## config.mk

```make
export PLATFORM = sky130hd
export DESIGN_NAME = stage_skid_reg
export DESIGN_NICKNAME = d
export VERILOG_FILES = /design/src/rtl/pipe_pkg.sv /design/src/rtl/skid_entry.sv /design/src/rtl/stage_skid_reg.sv
export SDC_FILE = /design/constraint.sdc
export NUM_CORES = 1
export LEC_CHECK = 0
export BUFFER_PORTS_ARGS = -buffer_cell sky130_fd_sc_hd__clkbuf_2
export CAP_MARGIN = 5
export CORE_MARGIN = 4
export CORE_UTILIZATION = 54
export CTS_BUF_LIST = sky130_fd_sc_hd__clkbuf_4 sky130_fd_sc_hd__clkbuf_8 sky130_fd_sc_hd__clkbuf_16
export DETAILED_ROUTE_END_ITERATION = 8
export PLACE_DENSITY = 0.81
export SYNTH_ARGS = -nofsm -noshare
export SYNTH_HDL_FRONTEND = slang
export SYNTH_HIERARCHICAL = 1
export SYNTH_SLANG_ARGS = --single-unit
```

## constraint.sdc

```tcl
create_clock -name clk -period 2 [get_ports clk]
set_input_delay 0.2 -clock clk [delete_from_list [all_inputs] [get_ports clk]]
set_output_delay 0.2 -clock clk [all_outputs]
set_load 0.03 [all_outputs]
```

## src/rtl/pipe_pkg.sv

```systemverilog
// Shared definitions for the decode/execute pipeline stages: the stage FSM
// states, default field widths and field offsets within the ctrl/data payload.
package pipe_pkg;

  typedef enum logic [1:0] {ST_EMPTY, ST_ONE, ST_TWO} state_t;

  localparam int CTRL_W_DEF = 9;
  localparam int DATA_W_DEF = 137;

  // control field bit positions
  localparam int CTRL_WB_EN    = 8;
  localparam int CTRL_MEM_R_EN = 7;
  localparam int CTRL_MEM_W_EN = 6;
  localparam int CTRL_B        = 5;
  localparam int CTRL_S        = 4;
  localparam int CTRL_EXE_LSB  = 0;
  localparam int CTRL_EXE_W    = 4;

  // data field LSB offsets, packed from Dest upward to PC
  localparam int DATA_DEST_LSB   = 0;
  localparam int DATA_DEST_W     = 4;
  localparam int DATA_SIMM24_LSB = 4;
  localparam int DATA_SIMM24_W   = 24;
  localparam int DATA_SHOP_LSB   = 28;
  localparam int DATA_SHOP_W     = 12;
  localparam int DATA_IMM_BIT    = 40;
  localparam int DATA_VAL_RM_LSB = 41;
  localparam int DATA_VAL_RN_LSB = 73;
  localparam int DATA_PC_LSB     = 105;
  localparam int DATA_WORD_W     = 32;

endpackage

```

## src/rtl/skid_entry.sv

```systemverilog
// One payload slot of the stage register: payload flops plus a valid bit.
// clear wins over load; reset zeroes payload and valid.
module skid_entry #(
  parameter int W = 146
) (
  input  logic         clk,
  input  logic         rst,
  input  logic         load,
  input  logic         clear,
  input  logic [W-1:0] d,
  output logic         valid,
  output logic [W-1:0] q
);

  always_ff @(posedge clk) begin
    if (rst) begin
      valid <= 1'b0;
      q     <= '0;
    end else if (clear) begin
      valid <= 1'b0;
    end else if (load) begin
      valid <= 1'b1;
      q     <= d;
    end
  end

endmodule

```

## src/rtl/stage_skid_reg.sv

```systemverilog
// Decode-to-execute stage register with a two-entry skid buffer and flush.
// Optional macro STAGE_REG_CTRL_SQUASH_EN zeroes out_ctrl whenever out_valid is low.
module stage_skid_reg
  import pipe_pkg::*;
#(
  parameter int CTRL_W = CTRL_W_DEF,
  parameter int DATA_W = DATA_W_DEF
) (
  input  logic              clk,
  input  logic              rst,
  input  logic              flush,
  input  logic              in_valid,
  output logic              in_ready,
  input  logic [CTRL_W-1:0] in_ctrl,
  input  logic [DATA_W-1:0] in_data,
  output logic              out_valid,
  input  logic              out_ready,
  output logic [CTRL_W-1:0] out_ctrl,
  output logic [DATA_W-1:0] out_data,
  output logic [1:0]        occupancy
);

  localparam int PW = CTRL_W + DATA_W;

  state_t          state_q, state_d;
  logic            main_valid, skid_valid;
  logic [PW-1:0]   main_q, skid_q, main_d;
  logic            main_load, main_from_skid, main_clr;
  logic            skid_load, skid_clr;
  logic            accept, pop;

  // in_ready comes straight from the skid valid flop, so no out_ready path
  assign in_ready  = !skid_valid;
  assign out_valid = main_valid;
  assign accept    = in_valid & in_ready;
  assign pop       = main_valid & out_ready;
  assign occupancy = {1'b0, main_valid} + {1'b0, skid_valid};

  always_ff @(posedge clk) begin
    if (rst) state_q <= ST_EMPTY;
    else     state_q <= state_d;
  end

  always_comb begin
    state_d        = state_q;
    main_load      = 1'b0;
    main_from_skid = 1'b0;
    main_clr       = 1'b0;
    skid_load      = 1'b0;
    skid_clr       = 1'b0;
    if (flush) begin
      state_d  = ST_EMPTY;
      main_clr = 1'b1;
      skid_clr = 1'b1;
    end else begin
      unique case (state_q)
        ST_EMPTY: if (accept) begin
          main_load = 1'b1;
          state_d   = ST_ONE;
        end
        ST_ONE: begin
          if (accept && !pop) begin
            skid_load = 1'b1;
            state_d   = ST_TWO;
          end else if (accept && pop) begin
            main_load = 1'b1;
          end else if (pop) begin
            main_clr = 1'b1;
            state_d  = ST_EMPTY;
          end
        end
        ST_TWO: if (pop) begin
          main_load      = 1'b1;
          main_from_skid = 1'b1;
          skid_clr       = 1'b1;
          state_d        = ST_ONE;
        end
        default: state_d = ST_EMPTY;
      endcase
    end
  end

  assign main_d = main_from_skid ? skid_q : {in_ctrl, in_data};

  skid_entry #(.W(PW)) u_main (
    .clk   (clk),
    .rst   (rst),
    .load  (main_load),
    .clear (main_clr),
    .d     (main_d),
    .valid (main_valid),
    .q     (main_q)
  );

  skid_entry #(.W(PW)) u_skid (
    .clk   (clk),
    .rst   (rst),
    .load  (skid_load),
    .clear (skid_clr),
    .d     ({in_ctrl, in_data}),
    .valid (skid_valid),
    .q     (skid_q)
  );

  assign out_data = main_q[DATA_W-1:0];
`ifdef STAGE_REG_CTRL_SQUASH_EN
  assign out_ctrl = main_valid ? main_q[PW-1 -: CTRL_W] : '0;
`else
  assign out_ctrl = main_q[PW-1 -: CTRL_W];
`endif

endmodule
```

==> impl_metrics.json, run 1 <==
{
  "max_stage_delay_ns": 0.38,
  "skew_ns": 0.01295,
  "yosysWarnings": 6,
  "async_reset_ff_share_pct": 0,
  "drt_wl_total_um": 44240,
  "synth_seq_cells": 296,
  "yosysTopAreaCellShare_pct": 37.06,
  "fin_crit_sh_pct": 96.00,
  "clkLatencyLatePin_ns": 0.50,
  "track_usage_pct": 25.47,
  "final_cell_mix": "299 x clkbuf_2, 295 x dfxtp_1, 293 x nand2b_1",
  "post_drt_wl_per_cell_um": 19.41,
  "period_needed_ns": 1.920,
  "drc_errors": 0,
  "post-dp-hpwl_um": 24730,
  "grt_pass1_vias": 13183,
  "io_buffers": 300,
  "cts.sinks": 296,
  "cts_tree": "built",
  "ios": 301,
  "peakVddDrop_mv": 0.6073,
  "ys_seq_area_share_pct": 37.06,
  "viasPerCell": 5.745,
  "layout.nets": 2014,
  "worstPathCellList": "nand4b_4 -> nor2_4 -> buf_12 -> buf_12 -> mux2_4 -> nand4bb_1 -> o21ai_1",
  "crit_path_end_kind": "register",
  "postSynthCellCount": 1521,
  "first_iter_violations": 1145,
  "drt-pass1-iter-count": 4,
  "cts_buffer_depth": 3,
  "slew_headroom_pct": 66.86,
  "cts.clk_slew.worst_paths_ns": 0.06,
  "grt_use_met2_pct": 42.48,
  "antenna_found_initial": 6,
  "critPathLaunchType": "register",
  "grt_max_degree": 122,
  "final_common_cell": "clkbuf_2",
  "pwr_density_cell_mw_per_mm2": 721.4,
  "outcome": "complete, no violations",
  "setup_viol": 0,
  "antenna_left": 0,
  "initial_core_util_pct": 55.25,
  "maxCapViolCount": 0,
  "drive_gt1_share_pct": 29.56,
  "nFillCells": 2057,
  "crit_family": "simple AND/OR/NAND/NOR gates",
  "synth_area_sq_mm": 0.01599,
  "utilization_pct": 69.65,
  "hold_viol": 0,
  "yosys.area.top_type": "dfxtp_1",
  "post_cts_buffers": 0,
  "arrival_ns": 2.29,
  "slew_violations": 0,
  "synth.avg_cell_area_sq_um": 10.51,
  "final-seq-area_sq_mm": 0.005927,
  "die_w_um": 180.1,
  "final.setup.tns_ns": 0,
  "slowest_stage": "dfxtp_1",
  "synth_edf_count": 0,
  "worstMarginPinSlew_ns": 0.4971,
  "cts_buffers": 34,
  "grt_overflow": 0,
  "cp_max_fo": 18,
  "die-area_sq_mm": 0.03242,
  "fmax_mhz": 520.8,
  "synthTopCellsByArea": "dfxtp_1 37%, nand4bb_1 21%, mux2_4 13%",
  "leakage_nw": 7.814,
  "required_ns": 2.37,
  "rsz0062_at_grt": "false",
  "grt_pass1_wl_um": 70370,
  "cts_root_buf": "clkbuf_16",
  "globalRouteMet3Util_pct": 6.621,
  "use_met1_pct": 32.05,
  "gp_congestion": 0.7741,
  "num_vias": 13092,
  "syn_nets": 1673,
  "crit_buf_inv": 2,
  "crit_top_cell": "buf_12",
  "multi_input_area_sq_mm": 0.008990,
  "crit_type": "reg -> reg",
  "core_sq_mm": 0.02894,
  "top_usage_layer": "met2",
  "die_h_um": 180.1,
  "area_growth_pct": 26.05,
  "core.rowCount": 62,
  "synth_cell_types": 31,
  "htreeDepth": 2,
  "holdCritPathClass": "in -> reg",
  "synth_ff_type": "dfxtp_1"
}
[through the flow]
step                power, mW  setup WS (ns)  cell area (sq um)  cells  hold slack [ns]
floorplan               7.317         0.1932              15990   1521           0.3661
finish                  14.54        0.07991              20150   2279          0.01525
CTS                     14.64        0.08349              20130   2272        0.0007618
detailed placement      7.824         0.1006              17480   2067           0.4531
global placement        7.793         0.1711              17480   2067           0.4487
global route            15.04        0.02280              20150   2278          0.02678
[path summary, 6_finish.rpt]
path                              startpoint                          to  slack (ns)  cells after the start
setup / recovery     state_q[0]$_SDFFE_PP0P_   u_main/q[75]$_SDFFE_PP0P_        0.08                      7
hold / removal                   in_data[69]   u_skid/q[69]$_SDFFE_PP0P_        0.02                      3
setup reg to reg     state_q[0]$_SDFFE_PP0P_   u_main/q[75]$_SDFFE_PP0P_        0.08                      7
hold reg to reg   u_main/q[125]$_SDFFE_PP0P_  u_main/q[125]$_SDFFE_PP0P_        0.46                      2
[state kept, by name, summed over array words and instances, names as in the netlist]
name,cells
u_main/q,146
state_q,2
u_main/valid,1
u_skid/valid,1
u_skid/q,146
[tightest hold or removal path: cells and delay by family]
| family | cells | cell delay (ns) |
|---|---|---|
| AOI/OAI and AO/OA | 1 | 0.07 |
| buffers and inverters | 1 | 0.10 |
| and+or+nand+nor | 1 | 0.10 |
[report_power, final]
part	total (mW)	internal [mW]	leakage [nW]	switching, mW
logic	1.85	0.953	4.80	0.902
clock network	6.58	4.13	0.615	2.45
registers	6.10	6.02	2.39	0.0801
total	14.5	11.1	7.81	3.43
[per-layer routing]
metal	up-vias	part of all wire, %
li1	6191	-
met1	6322	41
met2	480	48
met3	99	7.1
met4	0	3.3
met5	-	0
[final cells by class]
class,instances,area share [%]
multi-input combinational,1048,44.61
tap,384,2.384
sequential,296,29.41
inverter,1,0.01863
antenna,7,0.08692
timing repair buffer,481,17.46
clock inverter,7,0.4222
clock buffer,55,5.606
[kinds of logic after synthesis]
kind of cell,after synthesis,synth area share [%]
buffers and inverters,177,6.965
adders and majority gates,1,0.07825
muxes,147,13.63
and+or+nand+nor,603,32.87
AOI/OAI and AO/OA,297,9.391
DFF,296,37.06
[timing repair]
item	CTS	global route
resized for setup	0	2
endpoints found under the setup margin	0	21
hold buffers	143	0
hold endpoints to repair	143	0
[cells in the mapped netlist (all sizes together), types with 2 or more instances]
library cell / count
nor3: 3
nand4b: 2
nor3b: 2
buf: 142
clkbuf: 34
o21ai: 292
nor2: 3
nand4bb: 292
nor2b: 2
mux2: 146
nand2: 2
dfxtp: 296
nand2b: 293
(Power assumes the default switching activity.)
==> run 2, diff against run 1 <==
--- a/config.mk
+++ b/config.mk
@@ -8,10 +8,10 @@
 export BUFFER_PORTS_ARGS = -buffer_cell sky130_fd_sc_hd__clkbuf_2
 export CAP_MARGIN = 5
 export CORE_MARGIN = 4
-export CORE_UTILIZATION = 54
+export CORE_UTILIZATION = 55
 export CTS_BUF_LIST = sky130_fd_sc_hd__clkbuf_4 sky130_fd_sc_hd__clkbuf_8 sky130_fd_sc_hd__clkbuf_16
 export DETAILED_ROUTE_END_ITERATION = 8
-export PLACE_DENSITY = 0.81
+export PLACE_DENSITY = 0.82
 export SYNTH_ARGS = -nofsm -noshare
 export SYNTH_HDL_FRONTEND = slang
 export SYNTH_HIERARCHICAL = 1
==> run 2 against run 1 <==
Against the previous run: die area shrank 1.7%; sequential share of layout area shrank 0.11 points; clock-buffer cell count decreased by 7.
==> impl_metrics.json, run 2 (synthesis results as in run 1) <==
{
  "outcome": "complete, no violations",
  "p_int_mw": 10.77,
  "final-seq-area_sq_mm": 0.005927,
  "first_iter_violations": 1214,
  "holdCritPathClass": "in -> reg",
  "cts_buffer_depth": 3,
  "worstPathCellList": "nand2b_1 -> o31a_2 -> a21oi_4 -> buf_4 -> bufbuf_16 -> nor2_1 -> nor3_1",
  "io_buffers": 300,
  "area_growth_pct": 26.51,
  "slew_violations": 0,
  "worstMarginPinSlew_ns": 0.7197,
  "maxCapViolCount": 0,
  "num_vias": 13355,
  "grt_overflow": 0,
  "hold_end": "u_skid/q[64]$_SDFFE_PP0P_",
  "arrival_ns": 2.35,
  "r2r-end": "u_main/valid$_SDFFE_PP0P_",
  "fin_crit_sh_pct": 97.03,
  "core.rowCount": 62,
  "pwr_density_cell_mw_per_mm2": 702.0,
  "combPwrFrac_pct": 13.4,
  "final_common_cell": "clkbuf_2",
  "slowest_stage": "dfxtp_1",
  "drt-pass1-iter-count": 5,
  "track_usage_pct": 26.70,
  "crit_family": "buffers and inverters",
  "post_drt_wl_per_cell_um": 19.91,
  "gp_congestion": 0.7855,
  "switching_share_pct": 24.14,
  "cts.sinks": 296,
  "ios": 301,
  "slew_headroom_pct": 52.02,
  "layout.nets": 2023,
  "final.setup.tns_ns": 0,
  "core_sq_mm": 0.02870,
  "initial_core_util_pct": 55.70,
  "reg2reg_depth": 7,
  "nFillCells": 2004,
  "viasPerCell": 5.855,
  "whs_path_depth": 3,
  "grt_max_degree": 225,
  "grt_pass1_vias": 13513,
  "pwr-share-seq_pct": 43.0,
  "grt_pass1_wl_um": 70370,
  "stdcell_count": 2281,
  "placedCellCount": 2067,
  "pwr-share-clk_pct": 43.6,
  "final_cell_mix": "299 x clkbuf_2, 295 x dfxtp_1, 293 x nand2b_1",
  "hold_viol": 0,
  "leakage_nw": 7.846,
  "crit_path_end_kind": "register",
  "skew_ns": 0.02458,
  "hold_start": "in_data[64]",
  "die_w_um": 178.5,
  "multi_input_area_sq_mm": 0.009001,
  "setup_viol": 0,
  "post-dp-hpwl_um": 24810,
  "crit_buf_inv": 2,
  "drt_wl_total_um": 45410,
  "r2r-start": "u_skid/valid$_SDFFE_PP0P_",
  "cts.clk_slew.worst_paths_ns": 0.06,
  "max_stage_delay_ns": 0.36,
  "critPathLaunchType": "register",
  "period_needed_ns": 1.941,
  "htreeDepth": 2,
  "drive_gt1_share_pct": 29.76,
  "die_h_um": 178.5,
  "critical_path_depth": 7,
  "reg2reg_slack_ns": 0.06,
  "antenna_found_initial": 4,
  "top_regs": "u_main/q x146, u_skid/q x146, state_q x2",
  "p_switching_mw": 3.428,
  "antenna_left": 0,
  "fmax_mhz": 515.3,
  "utilization_pct": 70.47,
  "cp_max_fo": 34,
  "cts_tree": "built",
  "required_ns": 2.41,
  "peakVddDrop_mv": 0.6093,
  "die-area_sq_mm": 0.03186,
  "cp-startpoint": "u_skid/valid$_SDFFE_PP0P_",
  "cts_buffers": 34,
  "cts_root_buf": "clkbuf_16",
  "crit_type": "reg -> reg",
  "drc_errors": 0,
  "clkLatencyLatePin_ns": 0.51
}
-- run 2: cell count changes in the layout (fill, tap and decap cells not counted) --
cell / before / now
nor3_2: 1 / 0
bufbuf_16: 0 / 1
clkbuf_8: 11 / 6
clkinv_2: 5 / 6
clkbuf_16: 37 / 36
nor3b_1: 2 / 1
diode_2: 7 / 5
nor3_4: 0 / 1
nor3b_2: 0 / 1
inv_6: 0 / 1
buf_12: 23 / 28
buf_4: 14 / 16
-- run 2: final cells by class --
class / count / area share (%)
multi-input combinational: 1048 / 44.50
sequential: 296 / 29.30
timing repair buffer: 490 / 18.25
clock buffer: 48 / 4.998
tap: 384 / 2.375
clock inverter: 9 / 0.4887
antenna: 5 / 0.06186
inverter: 1 / 0.01856
-- run 2: worst max-delay path by stage --
| stage | to | slack, ns |
|---|---|---|
| after detailed placement | u_main/q[96]$_SDFFE_PP0P_ | 0.02 |
| after global routing | u_skid/q[84]$_SDFFE_PP0P_ | -0.004 |
| after global placement | u_main/q[74]$_SDFFE_PP0P_ | 0.12 |
| after CTS | u_main/q[19]$_SDFFE_PP0P_ | 0.03 |
| final | u_main/valid$_SDFFE_PP0P_ | 0.06 |
| after floorplan | u_main/q[100]$_SDFFE_PP0P_ | 0.19 |
-- run 2: tightest hold or removal path, cell delays in order --
cell	delay [ns]
clkbuf_2	0.10
nand4bb_1	0.10
o21ai_1	0.06
-- run 2: what timing repair did --
item	CTS	global route
gates resized for setup	2	2
pin swaps	0	1
gates cloned	1	1
endpoints found under the setup margin	12	153
setup buffers	0	7
hold buffers	143	0
hold endpoints to repair	143	0
-- run 2: per-stage QoR --
step	power, mW	instance area [sq um]	worst slack [ns]	hold slack, ns
floorplan	7.317	15990	0.1932	0.3661
global placement	7.787	17550	0.1197	0.4488
detailed placement	7.822	17550	0.02180	0.4536
CTS	14.25	20130	0.03196	0.001424
global route	14.66	20220	-0.004399	0.006991
finish	14.20	20230	0.05931	0.01743
-- run 2: per-layer routing --
metal / share of wire (%) / track usage [%] / up-vias
met3: 7.0 / 5.638 / 135
met4: 4.3 / 11.74 / 0
li1: - / - / 6221
met2: 48 / 44.72 / 534
met1: 40 / 33.16 / 6465
met5: 0 / 0 / -
-- run 2: power by group through the flow --
stage	clock, mW	combinational [mW]	sequential, mW
6_report	6.20	1.90	6.10
4_1_cts	6.30	1.85	6.10
3_5_place_dp	0	1.59	6.23
5_1_grt	6.54	2.00	6.11
2_1_floorplan	0	0.899	6.42
3_3_place_gp	0	1.56	6.22
